**src/rtl/common_types_pkg.sv**
```systemverilog
// Shared control-path types for the core pipeline.
package common_types_pkg;

  typedef enum logic [1:0] {
    PC_NONE   = 2'd0,
    PC_BRANCH = 2'd1,
    PC_TRAP   = 2'd2
  } pc_redirect_t;

  typedef enum logic [1:0] {
    RUN       = 2'd0,
    MULT_WAIT = 2'd1,
    HALTED    = 2'd2
  } hazard_state_t;

endpackage

```
**src/rtl/mult_occupancy_cnt.sv**
```systemverilog
// Down-counter tracking the remaining busy cycles of an issued multiply.
module mult_occupancy_cnt #(
  parameter int MULT_LATENCY = 4
) (
  input  logic CLK,
  input  logic nRST,
  input  logic load,
  input  logic dec,
  output logic done
);

  // The issue cycle is the first occupancy cycle, so the wait phase counts ML-2 down to 0.
  localparam int LOAD_VAL = (MULT_LATENCY > 1) ? MULT_LATENCY - 2 : 0;
  localparam int CW       = (MULT_LATENCY > 2) ? $clog2(MULT_LATENCY - 1) : 1;

  logic [CW-1:0] cnt;

  always_ff @(posedge CLK or negedge nRST) begin
    if (!nRST) begin
      cnt <= '0;
    end else if (load) begin
      cnt <= CW'(LOAD_VAL);
    end else if (dec && (cnt != '0)) begin
      cnt <= cnt - CW'(1);
    end
  end

  assign done = (cnt == '0);

endmodule

```
**src/rtl/pipeline_hazard_ctrl.sv**
```systemverilog
// Stall/flush sequencer for the 5-stage core: latch enables, flushes, PC control,
// multiplier occupancy and a stall-cycle performance counter.
module pipeline_hazard_ctrl
  import common_types_pkg::*;
#(
  parameter int MULT_LATENCY = 4,
  parameter int CNT_W        = 32
) (
  input  logic             CLK,
  input  logic             nRST,
  input  logic [4:0]       dec_rs1,
  input  logic [4:0]       dec_rs2,
  input  logic             dec_use_rs1,
  input  logic             dec_use_rs2,
  input  logic [4:0]       ex_rd,
  input  logic             ex_dread,
  input  logic             ex_mult,
  input  logic             ex_mispredict,
  input  logic             ex_illegal,
  input  logic             ex_halt,
  input  logic             imem_wait,
  input  logic             dmem_wait,
  output logic             pc_en,
  output logic [1:0]       pc_redirect,
  output logic             f2d_en,
  output logic             f2d_flush,
  output logic             d2e_en,
  output logic             d2e_flush,
  output logic             e2m_en,
  output logic             e2m_flush,
  output logic             mult_start,
  output logic             halted,
  output logic [CNT_W-1:0] stall_cnt
);

  hazard_state_t state, state_nxt;
  pc_redirect_t  redirect;
  logic          mult_done;
  logic          mult_issue;
  logic          load_use;
  logic          resolving;

  assign load_use = ex_dread && (ex_rd != 5'd0) &&
                    ((dec_use_rs1 && (dec_rs1 == ex_rd)) ||
                     (dec_use_rs2 && (dec_rs2 == ex_rd)));

  assign mult_issue = (state == RUN) && ex_mult && (MULT_LATENCY > 1) &&
                      !(ex_halt || ex_illegal || ex_mispredict || dmem_wait);

  // Cycles where the priority table decides the enables: all of RUN plus the last wait cycle.
  assign resolving = (state == RUN) || ((state == MULT_WAIT) && mult_done);

  mult_occupancy_cnt #(
    .MULT_LATENCY (MULT_LATENCY)
  ) u_mult_cnt (
    .CLK  (CLK),
    .nRST (nRST),
    .load (mult_issue),
    .dec  (state == MULT_WAIT),
    .done (mult_done)
  );

  always_ff @(posedge CLK or negedge nRST) begin
    if (!nRST) begin
      state <= RUN;
    end else begin
      state <= state_nxt;
    end
  end

  always_comb begin
    state_nxt = state;
    case (state)
      RUN: begin
        if (ex_halt) begin
          state_nxt = HALTED;
        end else if (mult_issue) begin
          state_nxt = MULT_WAIT;
        end
      end
      MULT_WAIT: begin
        if (mult_done) begin
          if (ex_halt) begin
            state_nxt = HALTED;
          end else if (ex_illegal || ex_mispredict || !dmem_wait) begin
            state_nxt = RUN;
          end
        end
      end
      HALTED:  state_nxt = HALTED;
      default: state_nxt = RUN;
    endcase
  end

  always_comb begin
    pc_en      = 1'b0;
    f2d_en     = 1'b0;
    f2d_flush  = 1'b0;
    d2e_en     = 1'b0;
    d2e_flush  = 1'b0;
    e2m_en     = 1'b0;
    e2m_flush  = 1'b0;
    redirect   = PC_NONE;
    mult_start = 1'b0;
    if (nRST && resolving) begin
      if (ex_halt) begin
        f2d_en    = 1'b1;
        f2d_flush = 1'b1;
        d2e_en    = 1'b1;
        d2e_flush = 1'b1;
        e2m_en    = 1'b1;
      end else if (ex_illegal) begin
        pc_en     = 1'b1;
        f2d_en    = 1'b1;
        f2d_flush = 1'b1;
        d2e_en    = 1'b1;
        d2e_flush = 1'b1;
        e2m_en    = 1'b1;
        e2m_flush = 1'b1;
        redirect  = PC_TRAP;
      end else if (ex_mispredict) begin
        pc_en     = 1'b1;
        f2d_en    = 1'b1;
        f2d_flush = 1'b1;
        d2e_en    = 1'b1;
        d2e_flush = 1'b1;
        e2m_en    = 1'b1;
        redirect  = PC_BRANCH;
      end else if (dmem_wait) begin
        pc_en = 1'b0;
      end else if (mult_issue) begin
        mult_start = 1'b1;
      end else begin
        // Single-cycle multiplier: pulse only, the instruction flows on unstalled.
        mult_start = (state == RUN) && ex_mult;
        if (load_use) begin
          d2e_en    = 1'b1;
          d2e_flush = 1'b1;
          e2m_en    = 1'b1;
        end else if (imem_wait) begin
          f2d_en    = 1'b1;
          f2d_flush = 1'b1;
          d2e_en    = 1'b1;
          e2m_en    = 1'b1;
        end else if (state == RUN) begin
          pc_en  = 1'b1;
          f2d_en = 1'b1;
          d2e_en = 1'b1;
          e2m_en = 1'b1;
        end else begin
          e2m_en = 1'b1;
        end
      end
    end
  end

  assign pc_redirect = redirect;
  assign halted      = (state == HALTED);

  always_ff @(posedge CLK or negedge nRST) begin
    if (!nRST) begin
      stall_cnt <= '0;
    end else if (!pc_en && (state != HALTED)) begin
      stall_cnt <= stall_cnt + CNT_W'(1);
    end
  end

endmodule

```
**config.mk**
```make
export PLATFORM = sky130hd
export DESIGN_NAME = pipeline_hazard_ctrl
export DESIGN_NICKNAME = d
export VERILOG_FILES = /design/src/rtl/common_types_pkg.sv /design/src/rtl/mult_occupancy_cnt.sv /design/src/rtl/pipeline_hazard_ctrl.sv
export SDC_FILE = /design/constraint.sdc
export NUM_CORES = 1
export LEC_CHECK = 0
export CAP_MARGIN = 30
export CORE_ASPECT_RATIO = 1.4
export CORE_MARGIN = 5
export CORE_UTILIZATION = 46
export DETAILED_ROUTE_END_ITERATION = 12
export GPL_ROUTABILITY_DRIVEN = 0
export GPL_TIMING_DRIVEN = 0
export PLACE_DENSITY_LB_ADDON = 0.08
export SYNTH_ARGS = -nofsm -noshare
export SYNTH_HDL_FRONTEND = slang
export SYNTH_SLANG_ARGS = --single-unit
export TNS_END_PERCENT = 30
```
**constraint.sdc**
```tcl
create_clock -name CLK -period 2.3 [get_ports CLK]
set_input_delay 0.23 -clock CLK [delete_from_list [all_inputs] [get_ports CLK]]
set_output_delay 0.23 -clock CLK [all_outputs]
set_load 0.01 [all_outputs]
```
==> flow_metrics.tcl <==
set metrics [dict create \
    h-tree-depth 2 \
    rsz0062_at_grt "true" \
    yosys.area.top_type_share_pct 42.3 \
    synth_top_area_cell "dfrtp_1" \
    setup_viol 0 \
    drc 0 \
    internal-power_mw 1.19 \
    p_sw_share_pct 26.5 \
    synth_nets 242 \
    tightest_slew_ns 0.450 \
    netlist_top_cells_area "dfrtp_1 42%, xnor2_1 9.5%, xor2_1 7.8%, nand2_1 4.4%, nor2_1 3.3%" \
    grt_pass1_vias 1959 \
    syn_area_per_cell_um2 9.95 \
    drive_above_1_share_pct 16.0 \
    insertion_delay_ns 0.29 \
    fin_crit_ns 2.20 \
    die_y_um 90.5 \
    critPathCaptureType "flop" \
    start_kind "flop" \
    dp_hpwl_um 3730 \
    dieArea_um2 6110 \
    crit_chain "or2_4 > a2111oi_4 > o221ai_2 > a32oi_4 > nor3b_1 > xor2_1" \
    finalHoldViolations 0 \
    grt_usage_pct 17.6 \
    dieWidth_um 67.5 \
    grt_antenna_before_repair 0 \
    wl_per_cell_um 13.9 \
    grt_pass1_wl_um 8480 \
    p_leak_nw 1.36 \
    powerDensity_nw_per_um2 529 \
    clk_pin_slew_worst_paths_ns 0.07 \
    num_rows 29 \
    p_clk_share_pct 33.9 \
    drv_slew 0 \
    path_class "flop to flop" \
    whs_ns 0.473 \
    multi_input_area_um2 1210 \
    post-route-period-util_pct 95.8 \
    fp.coreArea_um2 4500 \
    drt_wl_total_um 4960 \
    grt_overflow_total 0 \
    seq_power_share_pct 45.8 \
    clock-sinks 36 \
    relSlewSlack_pct 69.7 \
    ant_nets 0 \
    cts_tree "done" \
    vias_per_cell 5.19 \
    fin_skew_ns 0.00662 \
    io_buffers 68 \
    synthCells 214 \
    drtIter0Drc 55 \
    cts_made_buffers 5 \
    grt_start_max_net_pins 37 \
    peakVddDrop_uv 341 \
    slowest_stage "dfrtp_1" \
    critPathMaxStageDelay_ns 0.47 \
    comb_power_share_pct 20.3 \
    initial_core_util_pct 47.3 \
    vias 1846 \
    boundaryPins 69 \
    cp_data_required_time_ns 2.46 \
    fmax_ghz 0.454 \
    clockBufferDepth 2 \
    yosysSeqAreaShare_pct 42.3 \
    area_growth_pct 44.1 \
    ys_seq_elements 36 \
    final_net_count 321 \
    cts-root-buf "clkbuf_8" \
    ys_types 44 \
    cp_max_fo 10 \
    fin_setup_tns_ns 0 \
    drt-pass1-iter-count 4 \
    regArea_um2 901 \
    ys_warn_count 0 \
    hp-class "flop to flop" \
    arrival_ns 2.37 \
    status "finished clean" \
    fill_cells 407 \
    diodes 0 \
    netlist_area_um2 2130 \
    maxCapViolCount 0 \
    switching_power_uw 430 \
]
==> cells in the mapped netlist (all sizes together) <==
cell type  instances
xor2              19
nand4             11
dfrtp             36
nand3              8
clkbuf             1
ha                 2
a2111oi            1
o21ai              7
a22oi              1
nand3b             1
nor2b              1
o311ai             1
a41o               1
nor4b              3
or4                2
a21o               1
o221ai             1
or3                3
a32oi              1
or2                3
nand2b             4
a211oi             1
nor3b              2
a21oi              3
nand4b             1
nor3              10
xnor2             23
buf                3
mux2               1
o21a               2
o22ai              1
and3               5
inv                8
nor4               2
nor2              19
nand2             25
==> cells by family after synthesis <==
kind of cell,synth area share [%]
xor gates and xnor gates,17.3
buffers and inverters,3.00
AOI/OAI and AO/OA,9.52
adders and majority gates,1.17
muxes,0.705
and+or+nand+nor,26.0
DFF,42.3
==> registers in the layout (all words and copies together), names as in the netlist <==
register	cells
state	2
stall_cnt	32
u_mult_cnt.cnt	2
==> power groups by stage <==
stage	Combinational (mW)	Clock [mW]	Sequential, mW
detailed placement	0.312	0	0.756
CTS	0.339	0.561	0.746
floorplan	0.126	0	0.763
global route	0.362	0.590	0.755
global placement	0.304	0	0.758
finish	0.329	0.550	0.744
==> per-layer routing <==
| metal | share of wire (%) | global-route usage [%] |
|---|---|---|
| met1 | 39 | 19.9 |
| met2 | 52 | 29.3 |
| met3 | 7.8 | 4.61 |
| met4 | 1.8 | 8.80 |
| met5 | 0 | 0 |
==> cells in the final DEF (no fill, tap or decap), types with 3 or more instances in the layout <==
cell | Yosys | layout
xor2_1 | 19 | 19
inv_1 | 8 | 8
xnor2_1 | 23 | 23
nand4_1 | 11 | 11
a21oi_1 | 3 | 3
nor2_1 | 19 | 19
dlymetal6s2s_1 | 0 | 3
nand3_1 | 7 | 7
and3_1 | 5 | 5
nand2b_1 | 4 | 3
buf_2 | 0 | 3
nand2_1 | 25 | 23
clkbuf_2 | 0 | 3
o21ai_0 | 7 | 5
buf_4 | 1 | 4
buf_6 | 2 | 3
clkbuf_8 | 0 | 5
dfrtp_1 | 36 | 36
clkdlybuf4s50_1 | 0 | 55
nor3_1 | 7 | 7
==> final timing paths <==
check | start | to | slack (ns) | cells after the start
worst min register to register | stall_cnt[31] | stall_cnt[31] | 0.47 | 1
worst max-delay path | state[0] | stall_cnt[31] | 0.1 | 6
worst max register to register | state[0] | stall_cnt[31] | 0.1 | 6
max in group asynchronous | nRST | u_mult_cnt.cnt[0] | 1.63 | 3
min in group asynchronous | nRST | stall_cnt[31] | 0.48 | 3
worst min-delay path | stall_cnt[31] | stall_cnt[31] | 0.47 | 1
==> final cells by class <==
cell class | count | share of cell area [%]
well taps | 62 | 2.53
inverters | 8 | 0.978
clock inverters | 3 | 1.39
plain buffers | 4 | 1.14
repair buffers | 72 | 23.0
multi-input cells | 166 | 39.4
clock buffers | 5 | 2.24
flip-flops and latches | 36 | 29.4
==> critical path: cells and delay by family (launching register included) <==
family | cells | cell delay (ns)
AO/OA/AOI/OAI | 3 | 1.06
flip-flops | 1 | 0.47
AND/OR/NAND/NOR | 2 | 0.39
XOR/XNOR | 1 | 0.16
==> timing repair <==
action | CTS | global route
pin swaps | 1 | 5
endpoints found under the hold margin | 36 | 0
gates cloned | 0 | 0
endpoints found under the setup margin | 9 | 16
hold buffers | 2 | 0
resized for setup | 31 | 12
setup buffers | 2 | 0
==> metrics by stage <==
step / utilization [%] / std cells / setup WS, ns / power [mW] / instance area [µm²]
global placement: 64.2 / 344 / -1.80 / 1.06 / 2890
floorplan: - / 214 / 0.298 / 0.889 / 2130
global route: 68.2 / 356 / -0.0331 / 1.71 / 3070
detailed placement: 64.1 / 344 / -0.605 / 1.07 / 2880
CTS: 68.1 / 356 / -0.114 / 1.65 / 3060
finish: 68.2 / 356 / 0.0965 / 1.62 / 3070
(Power assumes the default switching activity.)
==> edit, RTL diff (same settings) <==
`CNT_W`: 32 -> 36.
--- a/src/rtl/pipeline_hazard_ctrl.sv
+++ b/src/rtl/pipeline_hazard_ctrl.sv
@@ -5,5 +5,5 @@
 #(
   parameter int MULT_LATENCY = 4,
-  parameter int CNT_W        = 32
+  parameter int CNT_W        = 36
 ) (
   input  logic             CLK,
Interface: changed (resized stall_cnt); port bits go from 69 to 73. No check against the original RTL was run, so the function may have changed too.
==> edit against the unedited design <==
Setup slack got worse by 24 ps; final area rose by 10%; sequential cell count rose by 4; critical path depth rose by 1; area after synthesis rose by 8.9%; maximum frequency fell by 1.1%; total power fell by 6.8%; routed wire length rose by 15%; synthesized cell count rose by 4.7%.
==> edit: results (changes against the unedited design) <==
| Metric | Value |
|---|---|
| WL met3 | `275 µm (was 387 µm)` |
| Worst-Margin Slew | `550 ps (was 450 ps)` |
| Vias in the first global route | `2042 (was 1959)` |
| Synth top area share | `43.2% (was 42.3%)` |
| Worst r2r dst | `stall_cnt[26] (was stall_cnt[31])` |
| Area after DPL | `3130 µm² (was 2880 µm²)` |
| Post-Place Cells | `361 (was 344)` |
| Post-DP HPWL | `4330 µm (was 3730 µm)` |
| Worst min-delay path class | `in -> reg (was reg -> reg)` |
| Iter 0 DRT Violations | `77 (was 55)` |
| Sequential share of the synthesized area | `43.2% (was 42.3%)` |
| Global routing usage on met1 | `19.9% (about the same)` |
| Global-route wire length before repair | `9630 µm (was 8480 µm)` |
| Synth unique cells | `46 (was 44)` |
| PostCTS Resize Cnt | `18 (was 31)` |
| Nets@finish | `338 (was 321)` |
| Hold Buf Count CTS | `3 (was 2)` |
| Worst hold margin | `379 ps (was 473 ps)` |
| Status | `complete, no violations (unchanged)` |
| Metal2 WL | `3200 µm (was 2560 µm)` |
| Placement Setup Slack | `-456 ps (was -605 ps)` |
| WL final | `5700 µm (was 4960 µm)` |
| Largest net degree at the start of global routing | `31 (was 37)` |
| Met2 Use GR | `33.7% (was 29.3%)` |
| Slowest cell on crit path | `or4_1 (was dfrtp_1)` |
| Worst IR Drop VDD | `0.360 mV (was 0.341 mV)` |
| Hold path cells | `3 (was 1)` |
edit: cell types whose count changed in the layout (fill, tap and decap cells not counted), sizes merged, moves of 4 or more:
cell	delta
nand4	+6
xor2	-11
nand3	+4
dfrtp	+4
xnor2	+14
and4	+5
nor2	-6
clkdlybuf4s50	+4
nand2	-5
edit: how the worst max path moves through the flow:
stage	start	end	slack [ps]
floorplan	u_mult_cnt.cnt[0]	stall_cnt[24]	310
global placement	nRST	f2d_flush	-1500
detailed placement	ex_rd[4]	pc_en	-460
CTS	ex_rd[1]	pc_en	4
global route	u_mult_cnt.cnt[0]	stall_cnt[19]	-10
finish	ex_rd[3]	d2e_en	70
edit: cell type report:
| cell class | instances | area, µm² | area share, % |
|---|---|---|---|
| multi-input cells | 173 | 1340 | 39.5 |
| flip-flops and latches | 40 | 1000 | 29.5 |
| repair buffers | 79 | 801 | 23.6 |
| well taps | 64 | 80.1 | 2.36 |
| clock buffers | 5 | 68.8 | 2.03 |
| clock inverters | 3 | 46.3 | 1.37 |
| plain buffers | 5 | 30.0 | 0.886 |
| inverters | 6 | 22.5 | 0.664 |
edit: logic make-up (layout without fill, tap and decap cells):
kind of cell / after synthesis / in the layout / share of synthesized area (%)
simple gates: 104 / 104 / 28.5
compound gates: 21 / 21 / 7.45
flops: 40 / 40 / 43.2
buf+inv: 11 / 98 / 2.27
xor+xnor: 45 / 45 / 17.0
mux: 1 / 1 / 0.486
fa+ha+maj: 2 / 2 / 1.08
edit: power breakdown:
| part | switching (mW) | internal [mW] | leakage, nW |
|---|---|---|---|
| clock | 0.254 | 0.327 | 0.0548 |
| combinational | 0.0829 | 0.104 | 0.897 |
| sequential | 0.0272 | 0.718 | 0.540 |
edit: tightest hold or removal path, cell delays in order:
cell	delay (ps)
dlymetal6s2s_1	220
nor2_1	140
a21oi_1	50
